## src/rtl/mc_main_ctrl_pkg.sv

```systemverilog
// mc_main_ctrl_pkg
// Shared definitions for the multicycle MIPS main controller:
//   - opcode constants for the supported instruction subset
//   - ALUOp encodings consumed by ALU_Ctrl
//   - FSM state encodings (also visible on state_o)
//   - ctrl_word_t, the datapath control word produced each cycle
package mc_main_ctrl_pkg;

    // Opcodes (instr[31:26])
    localparam logic [5:0] OP_RTYPE = 6'b000000;
    localparam logic [5:0] OP_ADDI  = 6'b001000;
    localparam logic [5:0] OP_SLTI  = 6'b001010;
    localparam logic [5:0] OP_BEQ   = 6'b000100;
    localparam logic [5:0] OP_LW    = 6'b100011;
    localparam logic [5:0] OP_SW    = 6'b101011;
    localparam logic [5:0] OP_J     = 6'b000010;

    // ALUOp encodings shared with ALU_Ctrl
    localparam logic [2:0] ALUOP_ADD   = 3'b000;
    localparam logic [2:0] ALUOP_SUB   = 3'b001;
    localparam logic [2:0] ALUOP_FUNCT = 3'b010;
    localparam logic [2:0] ALUOP_SLT   = 3'b011;

    // FSM states
    localparam logic [3:0] S_FETCH  = 4'd0;
    localparam logic [3:0] S_DECODE = 4'd1;
    localparam logic [3:0] S_MEMADR = 4'd2;
    localparam logic [3:0] S_MEMRD  = 4'd3;
    localparam logic [3:0] S_MEMWB  = 4'd4;
    localparam logic [3:0] S_MEMWR  = 4'd5;
    localparam logic [3:0] S_REXEC  = 4'd6;
    localparam logic [3:0] S_RWB    = 4'd7;
    localparam logic [3:0] S_BEQ    = 4'd8;
    localparam logic [3:0] S_IEXEC  = 4'd9;
    localparam logic [3:0] S_IWB    = 4'd10;
    localparam logic [3:0] S_JUMP   = 4'd11;

    // Mux selects
    localparam logic [1:0] SRCB_REGB  = 2'b00;
    localparam logic [1:0] SRCB_FOUR  = 2'b01;
    localparam logic [1:0] SRCB_IMM   = 2'b10;
    localparam logic [1:0] SRCB_IMMSH = 2'b11;
    localparam logic [1:0] PCSRC_ALU    = 2'b00;
    localparam logic [1:0] PCSRC_ALUOUT = 2'b01;
    localparam logic [1:0] PCSRC_JUMP   = 2'b10;

    typedef struct packed {
        logic [2:0] alu_op;
        logic       alu_src_a;
        logic [1:0] alu_src_b;
        logic       i_or_d;
        logic       mem_read;
        logic       mem_write;
        logic       ir_write;
        logic       pc_write;
        logic       pc_write_cond;
        logic [1:0] pc_source;
        logic       reg_dst;
        logic       mem_to_reg;
        logic       reg_write;
    } ctrl_word_t;

    function automatic logic is_legal_op(input logic [5:0] op);
        return (op == OP_RTYPE) || (op == OP_ADDI) || (op == OP_SLTI) ||
               (op == OP_BEQ)   || (op == OP_LW)   || (op == OP_SW)   ||
               (op == OP_J);
    endfunction

endpackage

```

## src/rtl/mc_main_ctrl_if.sv

```systemverilog
// mc_main_ctrl_if
// Controller <-> datapath/memory bundle.
//   opcode_i, mem_ready_i : datapath/memory -> controller
//   all *_o signals        : controller -> datapath/memory/ALU_Ctrl
// master = controller side, slave = datapath side.
interface mc_main_ctrl_if;
    logic [5:0] opcode_i;
    logic       mem_ready_i;
    logic [2:0] ALUOp_o;
    logic       ALUSrcA_o;
    logic [1:0] ALUSrcB_o;
    logic       IorD_o;
    logic       MemRead_o;
    logic       MemWrite_o;
    logic       IRWrite_o;
    logic       PCWrite_o;
    logic       PCWriteCond_o;
    logic [1:0] PCSource_o;
    logic       RegDst_o;
    logic       MemtoReg_o;
    logic       RegWrite_o;

    modport master (
        input  opcode_i, mem_ready_i,
        output ALUOp_o, ALUSrcA_o, ALUSrcB_o, IorD_o, MemRead_o, MemWrite_o,
               IRWrite_o, PCWrite_o, PCWriteCond_o, PCSource_o, RegDst_o,
               MemtoReg_o, RegWrite_o
    );

    modport slave (
        output opcode_i, mem_ready_i,
        input  ALUOp_o, ALUSrcA_o, ALUSrcB_o, IorD_o, MemRead_o, MemWrite_o,
               IRWrite_o, PCWrite_o, PCWriteCond_o, PCSource_o, RegDst_o,
               MemtoReg_o, RegWrite_o
    );
endinterface

```

## src/rtl/mc_ctrl_decode.sv

```systemverilog
// mc_ctrl_decode
// Purely combinational control-word decode for the main controller.
//   state_i     : current FSM state
//   opcode_i    : instruction opcode (selects slt vs add in IEXEC)
//   mem_ready_i : gates IRWrite/PCWrite in FETCH
//   ctrl_o      : datapath control word; anything not set for a state is 0
module mc_ctrl_decode
    import mc_main_ctrl_pkg::*;
(
    input  logic [3:0] state_i,
    input  logic [5:0] opcode_i,
    input  logic       mem_ready_i,
    output ctrl_word_t ctrl_o
);

    always_comb begin
        ctrl_o = '0;
        unique case (state_i)
            S_FETCH: begin
                ctrl_o.mem_read  = 1'b1;
                ctrl_o.alu_src_b = SRCB_FOUR;
                // PC+4 and IR only commit on the cycle memory returns data
                ctrl_o.ir_write  = mem_ready_i;
                ctrl_o.pc_write  = mem_ready_i;
            end
            S_DECODE: begin
                // speculative branch target into ALUOut
                ctrl_o.alu_src_b = SRCB_IMMSH;
            end
            S_MEMADR: begin
                ctrl_o.alu_src_a = 1'b1;
                ctrl_o.alu_src_b = SRCB_IMM;
            end
            S_MEMRD: begin
                ctrl_o.mem_read = 1'b1;
                ctrl_o.i_or_d   = 1'b1;
            end
            S_MEMWB: begin
                ctrl_o.mem_to_reg = 1'b1;
                ctrl_o.reg_write  = 1'b1;
            end
            S_MEMWR: begin
                ctrl_o.mem_write = 1'b1;
                ctrl_o.i_or_d    = 1'b1;
            end
            S_REXEC: begin
                ctrl_o.alu_src_a = 1'b1;
                ctrl_o.alu_op    = ALUOP_FUNCT;
            end
            S_RWB: begin
                ctrl_o.reg_dst   = 1'b1;
                ctrl_o.reg_write = 1'b1;
            end
            S_BEQ: begin
                ctrl_o.alu_src_a     = 1'b1;
                ctrl_o.alu_op        = ALUOP_SUB;
                ctrl_o.pc_write_cond = 1'b1;
                ctrl_o.pc_source     = PCSRC_ALUOUT;
            end
            S_IEXEC: begin
                ctrl_o.alu_src_a = 1'b1;
                ctrl_o.alu_src_b = SRCB_IMM;
                ctrl_o.alu_op    = (opcode_i == OP_SLTI) ? ALUOP_SLT : ALUOP_ADD;
            end
            S_IWB: begin
                ctrl_o.reg_write = 1'b1;
            end
            S_JUMP: begin
                ctrl_o.pc_write  = 1'b1;
                ctrl_o.pc_source = PCSRC_JUMP;
            end
            default: ctrl_o = '0;
        endcase
    end

endmodule

```

## src/rtl/mc_main_ctrl.sv

```systemverilog
// mc_main_ctrl
// Main control FSM of the multicycle MIPS datapath.
//   clk_i     : clock, rising edge
//   rst_i     : asynchronous active-low reset (FSM -> FETCH, illegal cleared)
//   bus       : mc_main_ctrl_if.master (opcode/mem_ready in, control word out)
//   state_o   : current state (debug)
//   illegal_o : sticky, set when DECODE sees an unsupported opcode
module mc_main_ctrl
    import mc_main_ctrl_pkg::*;
(
    input  logic                clk_i,
    input  logic                rst_i,
    mc_main_ctrl_if.master      bus,
    output logic [3:0]          state_o,
    output logic                illegal_o
);

    logic [3:0] state_q, state_d;
    logic       illegal_q, illegal_d;
    ctrl_word_t ctrl;

    always_comb begin
        state_d   = S_FETCH;
        illegal_d = illegal_q;
        unique case (state_q)
            S_FETCH:  state_d = bus.mem_ready_i ? S_DECODE : S_FETCH;
            S_DECODE: begin
                if (bus.opcode_i == OP_LW || bus.opcode_i == OP_SW)
                    state_d = S_MEMADR;
                else if (bus.opcode_i == OP_RTYPE)
                    state_d = S_REXEC;
                else if (bus.opcode_i == OP_BEQ)
                    state_d = S_BEQ;
                else if (bus.opcode_i == OP_ADDI || bus.opcode_i == OP_SLTI)
                    state_d = S_IEXEC;
                else if (bus.opcode_i == OP_J)
                    state_d = S_JUMP;
                else
                    state_d = S_FETCH;
                if (!is_legal_op(bus.opcode_i))
                    illegal_d = 1'b1;
            end
            // only lw/sw reach MEMADR, so anything not lw is treated as sw
            S_MEMADR: state_d = (bus.opcode_i == OP_LW) ? S_MEMRD : S_MEMWR;
            S_MEMRD:  state_d = bus.mem_ready_i ? S_MEMWB : S_MEMRD;
            S_MEMWB:  state_d = S_FETCH;
            S_MEMWR:  state_d = bus.mem_ready_i ? S_FETCH : S_MEMWR;
            S_REXEC:  state_d = S_RWB;
            S_RWB:    state_d = S_FETCH;
            S_BEQ:    state_d = S_FETCH;
            S_IEXEC:  state_d = S_IWB;
            S_IWB:    state_d = S_FETCH;
            S_JUMP:   state_d = S_FETCH;
            default:  state_d = S_FETCH;
        endcase
    end

    always_ff @(posedge clk_i or negedge rst_i) begin
        if (!rst_i) begin
            state_q   <= S_FETCH;
            illegal_q <= 1'b0;
        end else begin
            state_q   <= state_d;
            illegal_q <= illegal_d;
        end
    end

    mc_ctrl_decode u_decode (
        .state_i     (state_q),
        .opcode_i    (bus.opcode_i),
        .mem_ready_i (bus.mem_ready_i),
        .ctrl_o      (ctrl)
    );

    assign bus.ALUOp_o       = ctrl.alu_op;
    assign bus.ALUSrcA_o     = ctrl.alu_src_a;
    assign bus.ALUSrcB_o     = ctrl.alu_src_b;
    assign bus.IorD_o        = ctrl.i_or_d;
    assign bus.MemRead_o     = ctrl.mem_read;
    assign bus.MemWrite_o    = ctrl.mem_write;
    assign bus.IRWrite_o     = ctrl.ir_write;
    assign bus.PCWrite_o     = ctrl.pc_write;
    assign bus.PCWriteCond_o = ctrl.pc_write_cond;
    assign bus.PCSource_o    = ctrl.pc_source;
    assign bus.RegDst_o      = ctrl.reg_dst;
    assign bus.MemtoReg_o    = ctrl.mem_to_reg;
    assign bus.RegWrite_o    = ctrl.reg_write;

    assign state_o   = state_q;
    assign illegal_o = illegal_q;

endmodule

```

## src/flat_wrapper.sv

```systemverilog
// flat-port wrapper written by rule: the top's interface ports become plain ports
module mc_main_ctrl_flat import mc_main_ctrl_pkg::*;
  (clk_i, rst_i, state_o, illegal_o, bus_opcode_i, bus_mem_ready_i, bus_ALUOp_o, bus_ALUSrcA_o, bus_ALUSrcB_o, bus_IorD_o, bus_MemRead_o, bus_MemWrite_o, bus_IRWrite_o, bus_PCWrite_o, bus_PCWriteCond_o, bus_PCSource_o, bus_RegDst_o, bus_MemtoReg_o, bus_RegWrite_o);
  mc_main_ctrl_if bus_i ();
  input  logic clk_i;
  input  logic rst_i;
  output logic [3:0] state_o;
  output logic illegal_o;
  input wire logic [$bits(bus_i.opcode_i)-1:0] bus_opcode_i;
  input wire logic [$bits(bus_i.mem_ready_i)-1:0] bus_mem_ready_i;
  output wire logic [$bits(bus_i.ALUOp_o)-1:0] bus_ALUOp_o;
  output wire logic [$bits(bus_i.ALUSrcA_o)-1:0] bus_ALUSrcA_o;
  output wire logic [$bits(bus_i.ALUSrcB_o)-1:0] bus_ALUSrcB_o;
  output wire logic [$bits(bus_i.IorD_o)-1:0] bus_IorD_o;
  output wire logic [$bits(bus_i.MemRead_o)-1:0] bus_MemRead_o;
  output wire logic [$bits(bus_i.MemWrite_o)-1:0] bus_MemWrite_o;
  output wire logic [$bits(bus_i.IRWrite_o)-1:0] bus_IRWrite_o;
  output wire logic [$bits(bus_i.PCWrite_o)-1:0] bus_PCWrite_o;
  output wire logic [$bits(bus_i.PCWriteCond_o)-1:0] bus_PCWriteCond_o;
  output wire logic [$bits(bus_i.PCSource_o)-1:0] bus_PCSource_o;
  output wire logic [$bits(bus_i.RegDst_o)-1:0] bus_RegDst_o;
  output wire logic [$bits(bus_i.MemtoReg_o)-1:0] bus_MemtoReg_o;
  output wire logic [$bits(bus_i.RegWrite_o)-1:0] bus_RegWrite_o;
  assign bus_i.opcode_i = bus_opcode_i;
  assign bus_i.mem_ready_i = bus_mem_ready_i;
  assign bus_ALUOp_o = bus_i.ALUOp_o;
  assign bus_ALUSrcA_o = bus_i.ALUSrcA_o;
  assign bus_ALUSrcB_o = bus_i.ALUSrcB_o;
  assign bus_IorD_o = bus_i.IorD_o;
  assign bus_MemRead_o = bus_i.MemRead_o;
  assign bus_MemWrite_o = bus_i.MemWrite_o;
  assign bus_IRWrite_o = bus_i.IRWrite_o;
  assign bus_PCWrite_o = bus_i.PCWrite_o;
  assign bus_PCWriteCond_o = bus_i.PCWriteCond_o;
  assign bus_PCSource_o = bus_i.PCSource_o;
  assign bus_RegDst_o = bus_i.RegDst_o;
  assign bus_MemtoReg_o = bus_i.MemtoReg_o;
  assign bus_RegWrite_o = bus_i.RegWrite_o;
  mc_main_ctrl u_core (.clk_i(clk_i), .rst_i(rst_i), .bus(bus_i), .state_o(state_o), .illegal_o(illegal_o));
endmodule
```

## config.mk

```make
export PLATFORM = sky130hd
export DESIGN_NAME = mc_main_ctrl_flat
export DESIGN_NICKNAME = d
export VERILOG_FILES = /design/src/rtl/mc_main_ctrl_pkg.sv /design/src/rtl/mc_main_ctrl_if.sv /design/src/rtl/mc_ctrl_decode.sv /design/src/rtl/mc_main_ctrl.sv /design/src/flat_wrapper.sv
export SDC_FILE = /design/constraint.sdc
export NUM_CORES = 1
export LEC_CHECK = 0
export ABC_CLOCK_PERIOD_IN_PS = 1100
export BUFFER_PORTS_ARGS = -buffer_cell sky130_fd_sc_hd__buf_2
export CORE_MARGIN = 3
export CORE_UTILIZATION = 40
export DETAILED_ROUTE_END_ITERATION = 16
export GPL_TIMING_DRIVEN = 0
export PLACE_DENSITY = 0.74
export SYNTH_ARGS = -nofsm -noshare
export SYNTH_HDL_FRONTEND = slang
export SYNTH_SLANG_ARGS = --single-unit
```

## constraint.sdc

```tcl
create_clock -name clk_i -period 1.1 [get_ports clk_i]
set_input_delay 0.055 -clock clk_i [delete_from_list [all_inputs] [get_ports clk_i]]
set_output_delay 0.055 -clock clk_i [all_outputs]
set_load 0.005 [all_outputs]
```

# After elaboration in Yosys (flattened, before gate mapping)
# Cells that the tools add are included.
# word_totals
regBits	5
elab_cells	60
output_inout_bits	22
input_bits	9
# classes
reduce_logical	16
mux	24
n_bitwise	1
eq_ne	17
# op_table
operator	count
4-bit case mux with 7 select lines	1
4-bit two-way mux	5
4-bit by 3-bit equality test with 1-bit output, second input constant	4
4-bit equality test, second input constant	4
6-bit by 4-bit equality test with 1-bit output, second input constant	2
6-bit equality test, second input constant	2
2-bit case mux with 3 select lines	2
1-bit two-way mux	10
3-bit two-way mux	3
4-bit by 2-bit equality test with 1-bit output, second input constant	2
1-bit logical OR	8
6-bit by 2-bit equality test with 1-bit output, second input constant	1
6-bit by 3-bit equality test with 1-bit output, second input constant	1
6-bit logical NOT	1
2-bit OR reduction	3
4-bit by 1-bit equality test with 1-bit output, second input constant	1
4-bit logical NOT	1
2-bit case mux with 2 select lines	1
4-bit OR reduction	1
3-bit OR reduction	1
2-bit two-way mux	1
1-bit case mux with 2 select lines	1
2-bit AND reduction	1
1-bit inverter	1

# Logic depth before layout (Yosys ltp)
# Gate-level depths: netlist (run 1).
# logic_depth
word_depth	9
depth_mapped	5
mapped_depth_nobuf	3

# Hierarchy
# Synthesis (run 1) repeated with hierarchy kept, for this count alone.
# hier_totals
hier_cells	70
hier_area_um2	555.5
# modules_own_cells
mod	seq_area_each_um2	instances	cells_each	area_each_um2
mc_main_ctrl	125.1	1	38	316.6
mc_ctrl_decode	0.0	1	32	239.0

# Least setup slack after synthesis (run 1)
# Ideal clock, no wire load.
# synth_path
path_type	reg-to-output
start	register u_core.state_q[1], in the netlist u_core.state_o[1]
end	output port bus_PCSource_o[0]
arrival_ps	1139
required_ps	1045
slack_ps	-94
n_path_buf	3
stages_incl_launch_ff	5
cell_sequence	dfrtp_1 buf_4 buf_2 nor3_1 buf_4
# synth_via
elab_chain_len	2
word_cells_on_any_way	3
classes_between	eq/ne: 2; mux: 1
# synth_rtl
element	line	rtl
from (decl)	mc_main_ctrl.sv:18	logic [3:0] state_q, state_d;
from (signal assigned)	mc_main_ctrl.sv:63	state_q <= state_d;
4-bit equality test	mc_ctrl_decode.sv:18	unique case (state_i)
2-bit case mux with 2 select lines *	mc_ctrl_decode.sv:18	
to (decl)	flat_wrapper.sv:20	output wire logic [$bits(bus_i.PCSource_o)-1:0] bus_PCSource_o;
# Every way passes the cells marked *; elsewhere a longest branch is shown, timed or not.

# Worst setup path after layout (run 1)
# layout_path
start	register u_core.state_q[0], in the netlist u_core.state_o[0]
end	output port bus_ALUSrcA_o
# layout_via
elab_chain_len	3
word_cells_on_any_way	6
classes_between	eq/ne: 4; mux: 1; reduce/logical: 1
# layout_rtl
element	line	rtl
4-bit equality test (tied with other cells)	mc_ctrl_decode.sv:18	
4-bit OR reduction (no source line) *	--	
1-bit two-way mux *	mc_ctrl_decode.sv:18	
to (decl)	flat_wrapper.sv:12	output wire logic [$bits(bus_i.ALUSrcA_o)-1:0] bus_ALUSrcA_o;
# Marked as above.

==> impl_metrics.env, run 1 <==
export IMPL_status="finished with violations"
export IMPL_violations="setup timing"
export IMPL_synth_top_cell_area_share=0.198
export IMPL_drive_gt1_frac=0.664
export IMPL_p_leak_nw=0.523
export IMPL_dr_pass1_iters=4
export IMPL_timing_hold_ws_ps=186
export IMPL_area_delta_synth_final_pct=82.4
export IMPL_slew_viol_final=0
export IMPL_dp_hpwl_mm=1.28
export IMPL_pre_cts_ws_ps=-208
export IMPL_n_antenna_cell=0
export IMPL_grt_first_pass_wirelength_mm=3.54
export IMPL_synth_seq_cells=5
export IMPL_cp_arrival_ps=1430
export IMPL_ant_nets=0
export IMPL_clk_insertion_delay_late_ps=240
export IMPL_regArea_um2=128
export IMPL_synthArstFlopShare=1.00
export IMPL_design_area_um2=1150
export IMPL_drc_errors=0
export IMPL_vdd_drop_max_v=0.00147
export IMPL_overflow=0
export IMPL_synthTopCellsByArea="dfrtp_1 20%, nor3_1 6.3%, buf_4 5.9%, nor2_1 5.3%, nand2b_1 4.0%"
export IMPL_grt_pass1_vias=785
export IMPL_die_h_um=45.7
export IMPL_ys_flop_type="dfrtp_1"
export IMPL_grtUsageTotal=0.232
export IMPL_synth_most_common_cell="nor2_1"
export IMPL_vias=845
export IMPL_max_cap_violations=0
export IMPL_clock_path_buffers=2
export IMPL_ys_types=38
export IMPL_dieArea_um2=2090
export IMPL_clkTransAtPathRegs_ps=40
export IMPL_rsz0062_at_grt="yes"
export IMPL_cts_sink_count=5
export IMPL_syn_nets=89
export IMPL_fillers=86
export IMPL_synth_common_cells="9 x nor2_1, 8 x nor3_1, 5 x buf_4, 5 x dfrtp_1, 5 x nand2_1"
export IMPL_initial_core_util=0.457
export IMPL_hold_violations=0
export IMPL_ioPinCount=31
export IMPL_rows=13
export IMPL_p_per_area_nw_per_um2=1300
export IMPL_synth_area_per_cell_um2=7.90
export IMPL_synth_top_area_cell="dfrtp_1"
export IMPL_synth_area_um2=632
export IMPL_coreArea_um2=1380
export IMPL_drtIter0Drc=21
export IMPL_fp_dieW_um=45.7
export IMPL_via_per_inst=5.79
export IMPL_r2r_setup_slack_ps=-300
export IMPL_crit_required_ps=1040
export IMPL_cp_start_kind="flop"
export IMPL_fin_nets=141
export IMPL_multi_input_area_um2=573
export IMPL_critPathKind="reg2out"
export IMPL_grt_start_max_net_pins=11
export IMPL_tritoncts="yes"
export IMPL_fin_crit_ps=1480
export IMPL_yosysWarningCount=0
export IMPL_synthCells=80
export IMPL_cts_root_buffer="clkbuf_4"
export IMPL_setup_slack_ps=-384
export IMPL_cts_max_level=1
export IMPL_finalCritPeriodShare=1.35
export IMPL_setup_viol=20
export IMPL_hp_class="in2async"
export IMPL_wl_mm=2.55
export IMPL_antenna_found_initial=0
export IMPL_crit_path_max_fanout=7
export IMPL_synth_edf_count=0
export IMPL_timing_fmax_mhz=674
export IMPL_setup_worst_path_end_class="output pin"
export IMPL_io_buffers=29
export IMPL_gp_congestion=0.747
export IMPL_clock_skew_ps=3.58
export IMPL_wl_per_cell_um=17.4
export IMPL_ys_seq_area_frac=0.198
export IMPL_placed_area_um2=807
export IMPL_numCtsBuffers=3
==> state kept, by name (all words and copies together), names as in the netlist <==
register          count
u_core.illegal_o      1
u_core.state_o        4
==> path summary, 6_finish.rpt <==
path,start,end,cells past startpoint
max in group asynchronous,rst_i,u_core.state_o[3],2
min in group clk_i,bus_opcode_i[0],u_core.state_o[0],4
setup / recovery,u_core.state_o[0],bus_ALUSrcA_o,5
setup reg to reg,u_core.state_o[2],u_core.state_o[2],5
hold / removal,rst_i,u_core.state_o[0],2
hold reg to reg,u_core.illegal_o,u_core.illegal_o,1
==> final cells by class <==
type,instances,share of cell area
Sequential cell,5,0.111
Tap cell,15,0.0163
Timing Repair Buffer,48,0.270
Multi-Input combinational cell,66,0.497
Clock buffer,4,0.0228
Buffer,8,0.0825
==> where the power goes <==
group	switching [mW]	total (mW)	internal (mW)
Clock	0.0734	0.210	0.137
Combinational	0.513	1.05	0.538
Sequential	0.0289	0.239	0.210
==> routing by layer <==
layer | track usage | vias to the layer above | part of all wire
met3 | 0.0870 | 10 | 0.067
met2 | 0.376 | 40 | 0.49
li1 | - | 397 | -
met1 | 0.279 | 398 | 0.40
met5 | 0 | - | 0
met4 | 0.0795 | 0 | 0.035
==> cell usage in the layout, fill, tap and decap left out, types with 2 or more instances in the layout <==
cell | Yosys | final
nand2_1 | 5 | 4
dfrtp_1 | 5 | 3
a31oi_1 | 3 | 2
nand2b_4 | 0 | 4
buf_6 | 2 | 7
nor2_1 | 9 | 7
buf_4 | 5 | 17
nor3_2 | 0 | 3
buf_8 | 0 | 2
a21oi_1 | 3 | 2
buf_2 | 2 | 28
and3_1 | 2 | 2
clkbuf_4 | 0 | 3
nor4b_1 | 2 | 2
nor3_4 | 0 | 2
o21ai_0 | 2 | 2
nor3_1 | 8 | 3
nand3_2 | 1 | 2
o22ai_2 | 1 | 3
dfrtp_2 | 0 | 2
==> stage by stage <==
stage | std cells | total power, mW | utilization | setup TNS [ps]
2_1_floorplan | 80 | 0.662 | - | -201
3_3_place_gp | 124 | 0.863 | 0.584 | -1010
3_5_place_dp | 124 | 0.876 | 0.584 | -1200
4_1_cts | 143 | 1.30 | 0.737 | -4840
5_1_grt | 146 | 1.60 | 0.833 | -6540
6_report | 146 | 1.50 | 0.833 | -5180
==> cells by family (layout without fill, tap and decap cells) <==
kind of cell | after synthesis | after routing | synth area share
AO/OA/AOI/OAI | 20 | 20 | 0.230
XOR/XNOR | 1 | 1 | 0.0139
buffers and inverters | 9 | 60 | 0.111
flip-flops | 5 | 5 | 0.198
other | 1 | 1 | 0.00593
AND/OR/NAND/NOR | 44 | 44 | 0.442
==> critical path: stages, from the launching register on <==
cell and delay (ps):
dfrtp_1 380, buf_6 130, nand2b_4 140, or2_4 240, o21ai_0 120, buf_2 170
==> timing repair <==
action                                  CTS  global route
pin swaps                                 8            11
hold buffers                              1             0
endpoints found under the hold margin     5             0
setup buffers                            14             4
endpoints found under the setup margin   20            20
resized for setup                        16            25
No activity file was read; power rests on OpenSTA's default activity.
==> run 2: changes to the inputs <==
--- a/config.mk
+++ b/config.mk
@@ -5,13 +5,14 @@
 export SDC_FILE = /design/constraint.sdc
 export NUM_CORES = 1
 export LEC_CHECK = 0
+export ABC_AREA = 1
 export ABC_CLOCK_PERIOD_IN_PS = 1100
 export BUFFER_PORTS_ARGS = -buffer_cell sky130_fd_sc_hd__buf_2
 export CORE_MARGIN = 3
-export CORE_UTILIZATION = 40
+export CORE_UTILIZATION = 38
 export DETAILED_ROUTE_END_ITERATION = 16
 export GPL_TIMING_DRIVEN = 0
-export PLACE_DENSITY = 0.74
+export PLACE_DENSITY = 0.73
 export SYNTH_ARGS = -nofsm -noshare
 export SYNTH_HDL_FRONTEND = slang
 export SYNTH_SLANG_ARGS = --single-unit
==> run 2 against run 1 <==
The flow still finishes with violations (setup timing). Utilization shrank 14 points. Die area shrank 5.0%. Register-to-register slack gained 190 ps. Cell count grew 11%. Area after synthesis shrank 10%. Critical endpoint is now bus_ALUOp_o[0].
==> impl_metrics.env, run 2 <==
export IMPL_status="finished with violations"
export IMPL_violations="setup timing"
export IMPL_placed_area_um2=729
export IMPL_grt_first_pass_wirelength_mm=2.60
export IMPL_clk_insertion_delay_late_ps=230
export IMPL_ys_types=17
export IMPL_crit_path_max_fanout=6
export IMPL_area_delta_synth_final_pct=65.7
export IMPL_timing_rr_end="u_core.state_o[1]"
export IMPL_fin_crit_ps=1330
export IMPL_cp_arrival_ps=1270
export IMPL_drive_gt1_frac=0.517
export IMPL_setup_slack_ps=-230
export IMPL_dieArea_um2=1990
export IMPL_synth_common_cells="26 x nand2_1, 22 x nor2_1, 17 x inv_1"
export IMPL_cts_max_level=1
export IMPL_placed_cells=148
export IMPL_fin_nets=157
export IMPL_vdd_drop_max_v=0.000771
export IMPL_dp_hpwl_mm=1.23
export IMPL_initial_core_util=0.419
export IMPL_ioPinCount=31
export IMPL_drc_errors=0
export IMPL_finalCritPeriodShare=1.21
export IMPL_yosysWarningCount=0
export IMPL_clkTransAtPathRegs_ps=50
export IMPL_clock_path_buffers=2
export IMPL_min_delay_start="bus_opcode_i[2]"
export IMPL_syn_nets=113
export IMPL_wl_per_cell_um=10.7
export IMPL_crit_start="u_core.state_o[2]"
export IMPL_hold_violations=0
export IMPL_grt_pass1_vias=659
export IMPL_coreArea_um2=1350
export IMPL_total_power_mw=1.24
export IMPL_critical_path_endpoint="bus_ALUOp_o[0]"
export IMPL_synth_most_common_cell="nand2_1"
export IMPL_rsz0062_at_grt="yes"
export IMPL_regToRegStartpoint="u_core.state_o[2]"
export IMPL_cts_sink_count=5
export IMPL_ant_nets=0
export IMPL_antenna_found_initial=0
export IMPL_fin_cells=162
export IMPL_max_cap_violations=0
export IMPL_crit_required_ps=1040
export IMPL_r2r_setup_slack_ps=-110
export IMPL_critPathKind="reg2out"
export IMPL_rows=13
export IMPL_mostFrequentLayoutCells="29 x buf_2, 21 x nand2_1, 16 x nor2_1"
export IMPL_drtIter0Drc=2
export IMPL_fp_dieW_um=44.6
export IMPL_p_per_area_nw_per_um2=1330
export IMPL_synthArstFlopShare=1.00
export IMPL_fin_tns_setup_ps=-2800
export IMPL_fillers=122
export IMPL_synth_edf_count=0
export IMPL_ys_seq_area_frac=0.221
export IMPL_die_h_um=44.6
export IMPL_ys_flop_type="dfrtp_1"
export IMPL_slew_viol_final=0
export IMPL_dr_pass1_iters=4
export IMPL_setup_viol=21
export IMPL_cts_root_buffer="clkbuf_4"
export IMPL_cp_start_kind="flop"
export IMPL_overflow=0
export IMPL_via_per_inst=4.71
export IMPL_synth_top_area_cell="dfrtp_1"
export IMPL_grtUsageTotal=0.170
export IMPL_timing_fmax_mhz=752
export IMPL_tritoncts="yes"
export IMPL_setup_worst_path_end_class="output pin"
export IMPL_final_util=0.694
export IMPL_synth_area_um2=566
export IMPL_synth_seq_cells=5
export IMPL_synthCells=104
export IMPL_pre_cts_ws_ps=-50.4
export IMPL_design_area_um2=937
export IMPL_clock_skew_ps=3.88
export IMPL_hp_class="in2reg"
export IMPL_largest_reg_flops=4
export IMPL_synthTopCellsByArea="dfrtp_1 22%, nand2_1 17%, nor2_1 15%, inv_1 11%, nand3_1 11%"
export IMPL_io_buffers=29
export IMPL_synth_area_per_cell_um2=5.44
export IMPL_vias=763
export IMPL_numCtsBuffers=3
export IMPL_p_leak_nw=0.614
export IMPL_n_antenna_cell=0
export IMPL_grt_start_max_net_pins=7
export IMPL_final_common_cell="buf_2"
export IMPL_wl_mm=1.74
export IMPL_gp_congestion=0.819
export IMPL_timing_hold_ws_ps=174
export IMPL_synth_top_cell_area_share=0.221
export IMPL_reg2reg_depth=7
-- run 2: kinds of logic (layout without fill, tap and decap cells) --
kind of cell	count (synthesis)	in the layout	synth area share
compound gates	6	6	0.0597
buf+inv	24	67	0.173
flops	5	5	0.221
other cells	1	1	0.00663
simple gates	68	68	0.540
-- run 2: area by class of cell --
class | instances | area (um^2) | share of cell area
multi-input cells | 75 | 420 | 0.449
clock buffers | 4 | 26.3 | 0.0280
flip-flops and latches | 5 | 128 | 0.136
repair buffers | 39 | 241 | 0.258
inverters | 22 | 87.6 | 0.0935
plain buffers | 2 | 15.0 | 0.0160
well taps | 15 | 18.8 | 0.0200
-- run 2: worst max-delay path: stages (launching register included) --
cell,delay (ps)
dfrtp_2,470
nor2_4,180
inv_2,80
nor2_4,110
inv_2,50
nand2_1,50
buf_2,100
-- run 2: worst min path at each step --
stage | endpoint | depth (start not counted) | slack, ps
after floorplan | u_core.illegal_o | 0 | -240
final | u_core.state_o[0] | 4 | 170
after global placement | u_core.state_o[0] | 1 | -130
after global routing | u_core.state_o[3] | 2 | 200
after CTS | u_core.state_o[0] | 2 | 160
after detailed placement | u_core.state_o[1] | 1 | -130
-- run 2: timing repair --
action,4_1_cts,5_1_grt
gates resized for setup,26,9
endpoints found under the hold margin,5,0
pin swaps,8,6
hold buffers,1,0
setup buffers,7,2
setup endpoints to repair,18,21
-- run 2: routing by layer --
layer / GRT usage / part of all wire / vias up / wire [um]
li1: - / - / 398 / -
met1: 0.191 / 0.38 / 337 / 663
met2: 0.327 / 0.54 / 24 / 937
met3: 0.0203 / 0.053 / 4 / 92
met4: 0.0482 / 0.026 / 0 / 46
met5: 0 / 0 / - / 0
-- run 2: report_power, final --
part	internal, mW	total [mW]	switching [mW]	leakage (nW)
combinational	0.346	0.771	0.426	0.539
sequential	0.216	0.264	0.0488	0.0599
clock	0.137	0.207	0.0702	0.0150
total	0.698	1.24	0.545	0.614
